`src/rtl/pc_fetch_unit.sv`:
```
// pc_fetch_unit
//   Owns the architectural PC and the instruction-fetch handshake. Fetches
//   the word at pc from instruction memory via imem_req/imem_ack, holds it
//   for decode, and loads next_pc when the core commits.
//
//   Ports
//     clk, reset_n             clock, async active-low reset
//     pc         (out)         architectural PC (also drives imem_addr)
//     next_pc    (in)          candidate next PC, loaded verbatim on commit
//     commit     (in)          retire current instruction (honoured in VALID)
//     imem_req   (out)         fetch request, high only in FETCH
//     imem_addr  (out)         fetch address, always equal to pc
//     imem_ack   (in)          memory data valid (honoured in FETCH)
//     imem_rdata (in)          instruction word
//     instr      (out)         registered instruction word
//     instr_valid(out)         instr holds the word fetched from pc
//     instret    (out)         committed-instruction count, wraps silently
//     fetch_fault(out)         sticky misaligned-target flag
//
//   Build option: define MISALIGN_CHECK_EN to trap commits to a target with
//   next_pc[1:0] != 0 (fetch_fault set, FSM parks in HALT until reset).
//   Without it fetch_fault is tied 0 and any target is fetched.
module pc_fetch_unit #(
  parameter int              XLEN     = 32,
  parameter logic [XLEN-1:0] RESET_PC = '0
) (
  input  logic            clk,
  input  logic            reset_n,
  output logic [XLEN-1:0] pc,
  input  logic [XLEN-1:0] next_pc,
  input  logic            commit,
  output logic            imem_req,
  output logic [XLEN-1:0] imem_addr,
  input  logic            imem_ack,
  input  logic [XLEN-1:0] imem_rdata,
  output logic [XLEN-1:0] instr,
  output logic            instr_valid,
  output logic [31:0]     instret,
  output logic            fetch_fault
);

  typedef enum logic [1:0] {BOOT, FETCH, VALID, HALT} state_e;

  state_e          state_q, state_d;
  logic [XLEN-1:0] pc_q, pc_d;
  logic [XLEN-1:0] instr_q, instr_d;
  logic            vld_q, vld_d;
  logic [31:0]     instret_q, instret_d;
  logic            misalign;
  logic            commit_fire;

  // Only a commit while an instruction is held counts; elsewhere it is noise.
  assign commit_fire = (state_q == VALID) && commit;

`ifdef MISALIGN_CHECK_EN
  logic fault_q;
  assign misalign = (next_pc[1:0] != 2'b00);

  always_ff @(posedge clk or negedge reset_n) begin
    if (!reset_n)                     fault_q <= 1'b0;
    else if (commit_fire && misalign) fault_q <= 1'b1;
  end
  assign fetch_fault = fault_q;
`else
  assign misalign    = 1'b0;
  assign fetch_fault = 1'b0;
`endif

  // State and datapath registers
  always_ff @(posedge clk or negedge reset_n) begin
    if (!reset_n) begin
      state_q   <= BOOT;
      pc_q      <= RESET_PC;
      instr_q   <= '0;
      vld_q     <= 1'b0;
      instret_q <= '0;
    end else begin
      state_q   <= state_d;
      pc_q      <= pc_d;
      instr_q   <= instr_d;
      vld_q     <= vld_d;
      instret_q <= instret_d;
    end
  end

  // Next-state and datapath update
  always_comb begin
    state_d   = state_q;
    pc_d      = pc_q;
    instr_d   = instr_q;
    vld_d     = vld_q;
    instret_d = instret_q;
    case (state_q)
      BOOT:  state_d = FETCH;
      FETCH: begin
        if (imem_ack) begin
          instr_d = imem_rdata;
          vld_d   = 1'b1;
          state_d = VALID;
        end
      end
      VALID: begin
        if (commit_fire) begin
          pc_d      = next_pc;
          instret_d = instret_q + 32'd1;
          vld_d     = 1'b0;
          // A trapped target is still architecturally loaded, just not fetched.
          state_d   = misalign ? HALT : FETCH;
        end
      end
      HALT:    state_d = HALT;
      default: state_d = BOOT;
    endcase
  end

  // Outputs
  always_comb begin
    imem_req    = (state_q == FETCH);
    imem_addr   = pc_q;
    pc          = pc_q;
    instr       = instr_q;
    instr_valid = vld_q;
    instret     = instret_q;
  end

endmodule
```
`config.mk`:
```
export PLATFORM = sky130hd
export DESIGN_NAME = pc_fetch_unit
export DESIGN_NICKNAME = d
export VERILOG_FILES = /design/src/rtl/pc_fetch_unit.sv
export SDC_FILE = /design/constraint.sdc
export NUM_CORES = 1
export LEC_CHECK = 0
export CAP_MARGIN = 0
export CORE_ASPECT_RATIO = 2
export CORE_UTILIZATION = 31
export CTS_CLUSTER_DIAMETER = 40
export DETAILED_ROUTE_END_ITERATION = 6
export PLACE_DENSITY_LB_ADDON = 0.15
export SKIP_CTS_REPAIR_TIMING = 1
export SYNTH_ARGS = -nofsm -noshare
export SYNTH_HDL_FRONTEND = slang
export SYNTH_SLANG_ARGS = --single-unit
```
`constraint.sdc`:
```
create_clock -name clk -period 2.1 [get_ports clk]
set_clock_uncertainty 0.05 [all_clocks]
set_input_delay 0.42 -clock clk [delete_from_list [all_inputs] [get_ports clk]]
set_output_delay 0.42 -clock clk [all_outputs]
set_load 0.03 [all_outputs]
```
==> impl_metrics.env, run 1 <==
export IMPL_run_status="finished, violations left"
export IMPL_violations="DRC"
export IMPL_synth_top_cells_by_area="dfrtp_1 (58%), nand2_1 (9.9%), mux2_2 (8.4%), buf_4 (5.8%), xor2_1 (4.5%)"
export IMPL_die_area_sq_mm=0.01427
export IMPL_dpl_hpwl_microns=8637
export IMPL_end_kind="output port"
export IMPL_drive_gt1_share_pct=12.10
export IMPL_clock_fmax_mhz=493.4
export IMPL_ys_seq_area_share_pct=58.03
export IMPL_grt_pass1_wl_microns=17910
export IMPL_grt_usage_pct=16.23
export IMPL_min_period_ns=2.027
export IMPL_synth_nets=453
export IMPL_die_height_microns=168.0
export IMPL_ios=199
export IMPL_hold_class="reg -> reg"
export IMPL_antenna_diode_count=0
export IMPL_path_clk_slew_ns=0.07
export IMPL_most_common_layout_cells="clkdlybuf4s50_1 (195), nand2_1 (113), dfrtp_1 (99)"
export IMPL_grt_start_max_net_pins=60
export IMPL_r2r_slack_ns=0.11
export IMPL_utilization_pct=48.70
export IMPL_drt_total_wl_microns=11380
export IMPL_firstDrtPassIters=7
export IMPL_remaining_drc_errors=8
export IMPL_hold_violations=0
export IMPL_ctsLongestPathBuffers=2
export IMPL_p_switching_uw=3668
export IMPL_yosysTopAreaCellShare_pct=58.03
export IMPL_comb_power_share_pct=48.7
export IMPL_dieWidth_microns=84.98
export IMPL_multi_input_area_sq_mm=0.001458
export IMPL_hold_path_startpoint="instret[31]$_DFFE_PN0P_"
export IMPL_cp_max_fo=5
export IMPL_grt_pass1_vias=3450
export IMPL_tns_ns=0
export IMPL_p_seq_share_pct=32.9
export IMPL_cts_root_buf="clkbuf_16"
export IMPL_core_area_sq_mm=0.01344
export IMPL_syn2layout_area_growth_pct=53.28
export IMPL_synthesis_area_sq_mm=0.004269
export IMPL_place_congestion=0.7328
export IMPL_reg2reg_depth=4
export IMPL_p_leak_uw=0.003021
export IMPL_clockPowerShare_pct=18.4
export IMPL_insertion_delay_ns=0.33
export IMPL_ys_ff_latch=99
export IMPL_place_inst=701
export IMPL_synth_distinct_cells=31
export IMPL_critical_path_class="reg -> out"
export IMPL_start_util_pct=31.77
export IMPL_cts_buffers=9
export IMPL_setup_viol=0
export IMPL_worstPathRequired_ns=1.63
export IMPL_antenna_left=0
export IMPL_port_buffers=197
export IMPL_final_common_cell="clkdlybuf4s50_1"
export IMPL_worstHoldEndpoint="instret[31]$_DFFE_PN0P_"
export IMPL_drt_initial_drc_count=83
export IMPL_drv_cap=0
export IMPL_startpoint_type="flop"
export IMPL_avgViaCountPerCell=4.582
export IMPL_max_vdd_ir_drop_uv=743.6
export IMPL_slew_violations=0
export IMPL_cts_tree="done"
export IMPL_vias=3285
export IMPL_r2r_end="instret[21]$_DFFE_PN0P_"
export IMPL_crit_buf_inv=2
export IMPL_cpMaxStageDelayCell="clkdlybuf4s50_1"
export IMPL_netSwitchingFraction_pct=40.48
export IMPL_syn_instance_count=384
export IMPL_synth_avg_cell_area_sq_um=11.12
export IMPL_grt_overflow=0
export IMPL_hold_depth=1
export IMPL_nets=627
export IMPL_worstPathArrival_ns=1.56
export IMPL_period_share_pct=96.51
export IMPL_worstPathCellList="buf_4 -> clkdlybuf4s50_1"
export IMPL_fillers=1262
export IMPL_max_slew_margin_pct=66.73
export IMPL_num_rows=60
export IMPL_powerDensity_mw_per_mm2=1385
export IMPL_cpLargestDelayFamily="buffers and inverters"
export IMPL_rsz0062_at_grt="false"
export IMPL_antenna_found_initial=0
export IMPL_p_int_uw=5394
export IMPL_slowest_delay_ns=0.66
export IMPL_yosys_warnings=0
export IMPL_clock_sinks=99
export IMPL_synth_top_area_cell="dfrtp_1"
export IMPL_post_drt_wl_per_cell_microns=15.87
export IMPL_fin_cells=717
export IMPL_h_tree_depth=3
export IMPL_tightest_slew_ns=0.4975
export IMPL_ff_latch_area_sq_mm=0.002477
export IMPL_r2r_start="instret[8]$_DFFE_PN0P_"
-- layout make-up --
class	instances	share of cell area, %
Timing Repair Buffer	210	32.05
Clock inverter	5	0.9178
Sequential cell	99	37.86
Inverter	5	0.2868
Tap cell	155	2.964
Clock buffer	10	3.652
Multi-Input combinational cell	233	22.28
-- power by group through the flow --
stage	clock, uW	sequential [uW]	combinational (uW)
detailed placement	0	3030	4450
global route	1790	3070	4610
finish	1670	2980	4410
CTS	1730	3000	4460
floorplan	0	4160	1480
global placement	0	2990	4420
-- state kept, by name, indices dropped and copies added (netlist names) --
| name | count |
|---|---|
| instr | 32 |
| state_q | 2 |
| instr_valid | 1 |
| imem_addr | 32 |
| instret | 32 |
-- stage by stage --
| stage | total power (uW) | hold WS (ns) | worst slack, ns | cell area, sq um |
|---|---|---|---|---|
| final | 9062 | 0.4246 | 0.07334 | 6544 |
| after global routing | 9473 | 0.4597 | 0.02141 | 6544 |
| after CTS | 9190 | -0.1056 | -0.01053 | 6519 |
| after detailed placement | 7478 | 0.2639 | -0.02600 | 6220 |
| after global placement | 7409 | 0.2586 | 0.03761 | 6220 |
| after floorplan | 5643 | 0.07441 | 0.008147 | 4269 |
-- routing by layer --
metal | wire length, microns | global-route usage [%] | vias to the layer above | share of wire [%]
li1 | - | - | 1559 | -
met1 | 4042 | 16.88 | 1614 | 36
met2 | 6565 | 30.75 | 101 | 58
met3 | 578 | 3.971 | 11 | 5.1
met4 | 193 | 5.895 | 0 | 1.7
met5 | 0 | 0 | - | 0
-- cell usage after synthesis --
library cell	count
buf_2	1
nor4_1	10
nand3_1	9
o21a_1	1
conb_1	1
and3b_1	1
nor3_1	11
dfrtp_1	99
buf_6	2
buf_4	33
clkbuf_1	7
ha_1	1
nor2_1	4
nand2b_1	1
inv_1	5
and2_2	1
nand2_1	113
xor2_1	22
nand4_4	1
and4_1	3
nand4_1	6
o21ai_0	1
nand3b_1	1
nor4_4	2
mux2_2	32
and3_2	1
xnor2_1	9
or4_4	1
buf_1	3
nor2b_1	1
buf_8	1
-- how the worst max path moves through the flow --
stage / cells after the start / endpoint / start / slack, ns
4_1_cts: 2 / imem_req / state_q[1]$_DFFE_PN0P_ / -0.01
6_report: 2 / instret[3] / instret[3]$_DFFE_PN0P_ / 0.07
3_5_place_dp: 6 / instret[26]$_DFFE_PN0P_ / commit / -0.03
3_3_place_gp: 6 / instret[31]$_DFFE_PN0P_ / commit / 0.04
2_1_floorplan: 6 / instret[30]$_DFFE_PN0P_ / instret[3]$_DFFE_PN0P_ / 0.008
5_1_grt: 4 / instret[21]$_DFFE_PN0P_ / instret[8]$_DFFE_PN0P_ / 0.02
-- cell families (layout without fill, tap and decap cells) --
logic type / Yosys count / in the layout / share of synthesized area [%]
and+or+nand+nor: 166 / 166 / 18.38
DFF: 99 / 99 / 58.03
buffers and inverters: 52 / 230 / 8.118
muxes: 32 / 32 / 8.441
xor gates and xnor gates: 31 / 31 / 6.360
AOI/OAI and AO/OA: 2 / 2 / 0.2930
adders and majority gates: 1 / 1 / 0.2930
other: 1 / 1 / 0.08784
(Power assumes the default switching activity.)
==> run 2: changes to the inputs <==
- SLEW_MARGIN: unset -> 30
==> results of run 2 <==
Final layout, timing and power as in run 1 (identical DEF).
